$ cat src/rtl/chiplib_pri_queue_push_ctl.sv
// Two-entry in-order skid buffer between an upstream push port and a priority queue core.
// Define CHIPLIB_PRI_QUEUE_PUSH_STATS_EN to add saturating accept/stall statistics counters.
module chiplib_pri_queue_push_ctl #(
  parameter int DataWidth     = 64,
  parameter int PriorityWidth = 16,
  parameter int StatWidth     = 32
) (
  input  logic                     clk,
  input  logic                     rst,
  input  logic [DataWidth-1:0]     push_data,
  input  logic [PriorityWidth-1:0] push_pri,
  input  logic                     push_valid,
  output logic                     push_ready,
  output logic                     queue_push_valid,
  output logic [DataWidth-1:0]     queue_push_data,
  output logic [PriorityWidth-1:0] queue_push_pri,
  input  logic                     full,
  input  logic                     flush
`ifdef CHIPLIB_PRI_QUEUE_PUSH_STATS_EN
  ,
  output logic [StatWidth-1:0]     stat_accept_count,
  output logic [StatWidth-1:0]     stat_stall_count
`endif
);

  typedef enum logic [1:0] {
    EMPTY = 2'd0,
    ONE   = 2'd1,
    TWO   = 2'd2
  } state_t;

  state_t state_q, state_d;

  // head is the oldest entry and is always the one presented to the core
  logic [DataWidth-1:0]     head_data_p1, tail_data_p1;
  logic [PriorityWidth-1:0] head_pri_p1, tail_pri_p1;

  logic accept;
  logic write;

  assign accept = push_valid & push_ready;
  assign write  = (state_q != EMPTY) & ~full & ~flush & ~rst;

  // Stage boundary: control state and registered ready
  always_ff @(posedge clk) begin
    if (rst) begin
      state_q    <= EMPTY;
      push_ready <= 1'b1;
    end else begin
      state_q    <= state_d;
      push_ready <= (state_d != TWO);
    end
  end

  always_comb begin
    state_d = state_q;
    if (flush) begin
      state_d = EMPTY;
    end else begin
      case (state_q)
        EMPTY: if (accept) state_d = ONE;
        ONE: begin
          if (accept && !write)      state_d = TWO;
          else if (!accept && write) state_d = EMPTY;
        end
        TWO:     if (write) state_d = ONE;
        default: state_d = EMPTY;
      endcase
    end
  end

  always_comb begin
    queue_push_valid = write;
    queue_push_data  = head_data_p1;
    queue_push_pri   = head_pri_p1;
  end

  // Stage boundary: payload slots, never reset; occupancy lives in state_q
  always_ff @(posedge clk) begin
    case (state_q)
      EMPTY: begin
        if (accept) begin
          head_data_p1 <= push_data;
          head_pri_p1  <= push_pri;
        end
      end
      ONE: begin
        if (accept && write) begin
          head_data_p1 <= push_data;
          head_pri_p1  <= push_pri;
        end else if (accept) begin
          tail_data_p1 <= push_data;
          tail_pri_p1  <= push_pri;
        end
      end
      TWO: begin
        if (write) begin
          head_data_p1 <= tail_data_p1;
          head_pri_p1  <= tail_pri_p1;
        end
      end
      default: ;
    endcase
  end

`ifdef CHIPLIB_PRI_QUEUE_PUSH_STATS_EN
  function automatic logic [StatWidth-1:0] sat_inc(input logic [StatWidth-1:0] v);
    return (&v) ? v : v + StatWidth'(1);
  endfunction

  // Stage boundary: statistics; accepts count even when a flush discards them
  always_ff @(posedge clk) begin
    if (rst) begin
      stat_accept_count <= '0;
      stat_stall_count  <= '0;
    end else begin
      if (accept)
        stat_accept_count <= sat_inc(stat_accept_count);
      if ((state_q != EMPTY) && full)
        stat_stall_count <= sat_inc(stat_stall_count);
    end
  end
`endif

endmodule
$ cat config.mk
export PLATFORM = sky130hd
export DESIGN_NAME = chiplib_pri_queue_push_ctl
export DESIGN_NICKNAME = d
export VERILOG_FILES = /design/src/rtl/chiplib_pri_queue_push_ctl.sv
export SDC_FILE = /design/constraint.sdc
export NUM_CORES = 1
export LEC_CHECK = 0
export CAP_MARGIN = 40
export CORE_AREA = 4 4 146 148
export DETAILED_ROUTE_END_ITERATION = 6
export DIE_AREA = 0 0 150 152
export GPL_TIMING_DRIVEN = 0
export PLACE_DENSITY_LB_ADDON = 0.3
export SKIP_CTS_REPAIR_TIMING = 1
export SLEW_MARGIN = 20
export SYNTH_ARGS = -nofsm -noshare
export SYNTH_HDL_FRONTEND = slang
export SYNTH_SLANG_ARGS = --single-unit
$ cat constraint.sdc
create_clock -name clk -period 7.7 [get_ports clk]
set_clock_uncertainty 0.2 [all_clocks]
set_input_delay 0.77 -clock clk [delete_from_list [all_inputs] [get_ports clk]]
set_output_delay 0.77 -clock clk [all_outputs]
set_load 0.005 [all_outputs]
==> summary.txt, run 1 <==
Global route
  • Initial antenna violation count: 0
  • Wire length of the first global-routing pass: 19300 um
  • Global Route Usage Sum: 11.0%
  • Global route overflow: 0
  • Vias in the first global route: 3444
  • Largest net degree at the start of global routing: 45

Logic synthesis
  • Average cell area after synthesis: roughly 22 sq um
  • Synth area leaders: edfxtp_1, mux2_2, dfxtp_1
  • Syn Nets: 355
  • Unique masters post-synth: 21
  • Area leader, netlist: edfxtp_1
  • Cell Area, Synth: 5950 sq um
  • Share of the synthesized area in the top cell type: 80.7%
  • Post-synthesis sequential area ratio: 81.7%
  • Seq cells post-synth: around 160
  • Synthesis warning total: 0
  • Post-Synthesis Cells: 270

Power
  • Leak pwr: ~0.0028 uW
  • PwrDens: between 200 and 250 nW/um^2
  • VDD IR-drop max: 138 uV

STA
  • Worst-Margin Slew: just under 0.6 ns
  • Slew margin rel.: around 61%
  • Setup TNS: 0 ns
  • Tcrit/Tclk final: 43.6%
  • Max Fclk: 0.298 GHz
  • Tmin final: 3.36 ns
  • Final Hold Fails: 0
  • Final setup fails: 0
  • Slew Limit Fails: 0
  • RSZ-0062 raised after global routing: false

Routing
  • Initial DRC count: 92
  • WL per Instance: 16.6 um
  • Vias per inst: 4.24
  • Via count: ~3100
  • Total Wirelength: between 10000 and 15000 um
  • Drt pass-1 iters: 4
  • DRC Markers: 0
  • Post-DRT Antenna Nets: 0

Placement
  • Port Buf Inserts: ~170
  • RePlAce Congestion: slightly above 0.7
  • Area after DPL: 8020 sq um
  • Detailed Place HPWL: 8240 um

Die
  • Row count: 52
  • Die height: 152 um
  • DIE AREA: 22800 sq um
  • IO Pins: roughly 170
  • Core ar.: 20000 sq um
  • Width of the die: ~150 um
  • Initial Utilization: between 20% and 30%

Critical path
  • Crit path buf inv count: 2
  • Setup CP Type: input pin to output port
  • Crit path DAT: 2.39 ns
  • CP most frequent cell: clkdlybuf4s50_1
  • Crit-path leading delay family: buffers and inverters
  • Critical-path cell list: clkdlybuf4s50_1 > or3_1 > nor2_1 > clkdlybuf4s50_1
  • Crit-path slowest cell: clkdlybuf4s50_1
  • Critical path startpoint category: input pin
  • CP Capture Type: output port
  • CP Max Fanout: 6
  • CP peak stage delay: 0.53 ns
  • Worst path required time: 6.73 ns

Clock network
  • Skew-Pair Late Insertion Delay: 0.41 ns
  • Num CTS Buffers: 17
  • CTS Sinks: 163
  • Max clock buf depth: 2
  • CTS tree: yes
  • H-tree depth: 4
  • CTS root buf: clkbuf_16
  • Clock slew at reported path FFs: approximately 0.070 ns

Final layout
  • Most frequent cells in the layout: clkdlybuf4s50_1, edfxtp_1, mux2_2
  • Nets: 542
  • P&R area growth vs syn: 44.5%
  • Share of post-route cells with drive strength above 1: 26.4%
  • Commonest non-fill, non-tap cell in the layout: clkdlybuf4s50_1
  • Finished Cell Area: 8600 sq um
  • Filler cell count: 1851
  • Diodes inserted: 0

Outcome
  • Outcome: finished clean

Run
  • # Max-Cap Violations: 0

Worst hold path
  • Min-Delay Path Class: flop to flop
## worst register-to-register path, stage by stage, from the launching register on
cell	delay (ns)
dfxtp_1	0.36
and3b_1	0.29
and3_4	0.58
buf_16	0.30
## logic make-up (layout without fill, tap and decap cells)
logic type,Yosys count,count (layout),share of synthesized area (%)
DFF,163,163,81.7
muxes,80,80,15.1
and+or+nand+nor,13,13,1.35
buffers and inverters,10,210,1.28
AOI/OAI and AO/OA,4,4,0.483
## final timing paths
path / start / end / slack (ns) / depth (start not counted)
setup / recovery: full / queue_push_valid / 4.34 / 4
hold / removal: tail_data_p1[22] / queue_push_data[22] / 0.34 / 1
setup reg to reg: state_q[1] / tail_data_p1[15] / 5.57 / 3
hold reg to reg: tail_data_p1[22] / queue_push_data[22] / 0.34 / 1
## where the power goes
| group | internal, uW | total [uW] | switching (uW) |
|---|---|---|---|
| sequential | 1020 | 1030 | 8.82 |
| clock | 481 | 837 | 356 |
| combinational | 101 | 155 | 53.4 |
| total | 1600 | 2020 | 418 |
## sequential cells by signal, indices dropped and copies added, names as in the netlist
| register | cells |
|---|---|
| push_ready | 1 |
| tail_data_p1 | 64 |
| queue_push_data | 64 |
| tail_pri_p1 | 16 |
| state_q | 2 |
| queue_push_pri | 16 |
## through the flow
stage	total power [uW]	hold WS [ns]	instances	utilization, %	setup slack [ns]
final	2020	0.344	740	42.9	4.34
after floorplan	1090	0.323	270	-	3.90
after global routing	2100	0.350	740	42.9	4.29
after detailed placement	1200	0.330	708	40.0	4.36
after CTS	2050	0.343	740	42.9	4.35
after global placement	1200	0.327	706	39.7	2.32
## Yosys cell counts, drive strengths merged
master  instances
nand3           1
nand4           1
a21oi           1
edfxtp        160
nor2b           1
nor4b           1
a22o            1
nand2           1
dfxtp           3
buf            10
nor2            3
or3             1
a221o           1
and3            1
mux2           80
and3b           1
o21ai           1
or4b            1
nor3            1
## final cells by class
cell class | instances | area, sq um | share of cell area, %
plain buffers | 10 | 76.3 | 0.888
flip-flops and latches | 163 | 4860 | 56.6
repair buffers | 168 | 1720 | 20.0
clock inverters | 14 | 151 | 1.76
multi-input cells | 97 | 1020 | 11.9
clock buffers | 18 | 429 | 4.99
well taps | 270 | 338 | 3.93
## routing by layer
layer | wire length [um] | vias up | global-route usage, % | part of all wire [%]
met5 | 0 | - | 0 | 0
met2 | 5790 | 102 | 16.8 | 47
li1 | - | 1465 | - | -
met3 | 1060 | 8 | 5.03 | 8.6
met4 | 136 | 0 | 3.66 | 1.1
met1 | 5320 | 1562 | 13.7 | 43
Power figures use the tool's default switching activity.
==> run 2: changes to the inputs <==
==> constraint.sdc (replaced) <==
create_clock -name clk -period 3.05 [get_ports clk]
set_clock_uncertainty 0.2 [all_clocks]
set_input_delay 0.305 -clock clk [delete_from_list [all_inputs] [get_ports clk]]
set_output_delay 0.305 -clock clk [all_outputs]
set_load 0.005 [all_outputs]
==> summary.txt, run 2 (synthesis gave the netlist of run 1 again) <==
Worst hold path
  • Min-Delay Path Class: input pin to flop
  • WHS Path Cells: 1 (unchanged)

Power
  • PwrDens: 592 nW/um^2 (+150%)
  • VDD IR-drop max: 339 uV (+150%)
  • Leak pwr: 0.00284 uW (-0.14%)

Outcome
  • Outcome: finished clean

Critical path
  • R2R depth: 3 (unchanged)
  • Worst R2R Start: state_q[1]
  • Worst path required time: 2.54 ns (-4.19 ns)
  • Crit-path slowest cell: clkdlybuf4s50_1
  • CP Capture Type: output port
  • Crit-path leading delay family: buffers and inverters
  • CP peak stage delay: 0.54 ns (about the same)
  • Critical-path cell list: clkdlybuf4s50_1 > or3_1 > nor2_1 > clkdlybuf4s50_1
  • Critical path startpoint category: input pin
  • R2R Setup Slk: 0.93 ns (-4.64 ns)
  • Crit path buf inv count: 2 (unchanged)
  • Setup CP Type: input pin to output port
  • Crit path DAT: 1.95 ns (-0.44 ns)
  • Critical Path Sink: queue_push_valid
  • Critical path origin: full
  • CP most frequent cell: clkdlybuf4s50_1
  • CP Max Fanout: 6 (unchanged)
  • Stages on worst setup path: 4 (unchanged)
  • Reg2reg end: tail_data_p1[52]

Clock network
  • Max clock buf depth: 2 (unchanged)
  • CTS Sinks: 163 (unchanged)
  • Num CTS Buffers: 17 (unchanged)
  • H-tree depth: 4 (unchanged)
  • Skew-Pair Late Insertion Delay: 0.41 ns (about the same)
  • Clock slew at reported path FFs: 0.06 ns (about the same)
  • CTS tree: yes
  • CTS root buf: clkbuf_16

Run
  • # Max-Cap Violations: 0 (unchanged)

Final layout
  • Commonest non-fill, non-tap cell in the layout: clkdlybuf4s50_1
  • Nets: 542 (unchanged)
  • Share of post-route cells with drive strength above 1: 26.4% (unchanged)
  • P&R area growth vs syn: 44.5% (about the same)
  • Diodes inserted: 0 (unchanged)
  • Most frequent cells in the layout: clkdlybuf4s50_1, edfxtp_1, mux2_2

STA
  • RSZ-0062 raised after global routing: false
  • Tmin final: 2.45 ns
  • Final worst slack: 0.600 ns (-3.74 ns)
  • Worst-Margin Slew: 0.594 ns (+0.0111 ns)
  • Max Fclk: 0.408 GHz
  • Slew margin rel.: 60.4% (-0.74 points)
  • Worst hold slack: 0.273 ns (-0.0709 ns)
  • Slew Limit Fails: 0 (unchanged)
  • Final setup fails: 0 (unchanged)
  • Final Hold Fails: 0 (unchanged)
  • Tcrit/Tclk final: around 80%

Die
  • Initial Utilization: 29.7% (unchanged)
  • Core ar.: 20000 sq um (unchanged)
  • DIE AREA: 22800 sq um (unchanged)
  • Die height: 152 um (unchanged)
  • IO Pins: 167 (unchanged)
  • Row count: 52 (unchanged)
  • Width of the die: 150 um (unchanged)

Global route
  • Global Route Usage Sum: 10.8% (-0.11 points)
  • Global route overflow: 0 (unchanged)
  • Initial antenna violation count: 1 (+1)
  • Largest net degree at the start of global routing: 50 (+11%)
  • Vias in the first global route: 3402 (-1.2%)
  • Wire length of the first global-routing pass: 19100 um (-1.2%)

Routing
  • Post-DRT Antenna Nets: 0 (unchanged)
  • Total Wirelength: 12400 um (+0.93%)
  • Drt pass-1 iters: 4 (unchanged)
  • Initial DRC count: 127 (+38%)
  • Via count: 3158 (+0.67%)
  • DRC Markers: 0 (unchanged)
  • Vias per inst: 4.27 (+0.67%)
  • WL per Instance: 16.8 um (+0.93%)

Placement
  • Port Buf Inserts: 166 (unchanged)
  • Place WS: 0.283 ns (-4.08 ns)
  • RePlAce Congestion: 0.690 (-4.0%)
  • Detailed Place HPWL: 8300 um (+0.81%)
## run 2: cell types whose count changed in the layout (fill, tap and decap cells not counted)
cell        before  now
clkinvlp_4       3    4
clkinv_4         3    2
## run 2: worst min-delay path by stage
stage                           startpoint                   to
after floorplan                      flush           state_q[0]
final                         push_pri[14]      tail_pri_p1[14]
after global placement    tail_data_p1[14]  queue_push_data[14]
after CTS                     push_pri[14]      tail_pri_p1[14]
after global routing           push_pri[5]       tail_pri_p1[5]
after detailed placement  tail_data_p1[14]  queue_push_data[14]
## run 2: worst register-to-register path, stage by stage, from the launching register on
cell and delay (ns):
dfxtp_1 0.36, and3b_1 0.30, and3_4 0.59, buf_16 0.33
## run 2: where the power goes
part           switching, uW  leakage [uW]  internal, uW
Combinational            135       0.00105           255
Sequential              22.5       0.00152          2570
Clock                    896      0.000269          1210
Total                   1050       0.00284          4040
## run 2: area by class of cell
| type | count | area [sq um] |
|---|---|---|
| flip-flops and latches | 163 | 4860 |
| clock inverters | 14 | 150 |
| well taps | 270 | 338 |
| clock buffers | 18 | 429 |
| multi-input cells | 97 | 1020 |
| plain buffers | 10 | 76.3 |
| fillers | 1828 | 11400 |
| repair buffers | 168 | 1720 |
## run 2: per-stage QoR
| step | instance area [sq um] | utilization [%] | cells | total power, uW | setup TNS [ns] |
|---|---|---|---|---|---|
| 2_1_floorplan | 5950 | - | 270 | 2740 | 0 |
| 3_3_place_gp | 7950 | 39.7 | 706 | 3020 | -62.39 |
| 3_5_place_dp | 8020 | 40.0 | 708 | 3040 | 0 |
| 4_1_cts | 8600 | 42.9 | 740 | 5170 | 0 |
| 5_1_grt | 8600 | 42.9 | 740 | 5290 | 0 |
| 6_report | 8600 | 42.9 | 740 | 5090 | 0 |
## run 2: per-layer routing
metal	share of wire, %	routed length (um)	vias up	track usage, %
li1	-	-	1462	-
met1	44	5440	1575	13.6
met2	47	5880	111	16.9
met3	7.8	973	8	4.83
met4	0.92	114	2	3.40
met5	0.10	13	-	0
==> run 3: changes to the inputs <==
==> constraint.sdc (replaced) <==
create_clock -name clk -period 2.5 [get_ports clk]
set_clock_uncertainty 0.2 [all_clocks]
set_input_delay 0.25 -clock clk [delete_from_list [all_inputs] [get_ports clk]]
set_output_delay 0.25 -clock clk [all_outputs]
set_load 0.005 [all_outputs]
==> results of run 3 <==
Same layout as run 2 (identical final DEF). Status: finished clean.
Among the figures that moved: setup slack after placement 0.283 ns -> -0.212 ns; setup slack after layout 0.600 ns -> 0.160 ns; hold slack 0.273 ns -> 0.218 ns; register-to-register setup slack 0.93 ns -> 0.38 ns; total power 5090 uW -> 6210 uW; worst IR drop on VDD 339 uV -> 413 uV
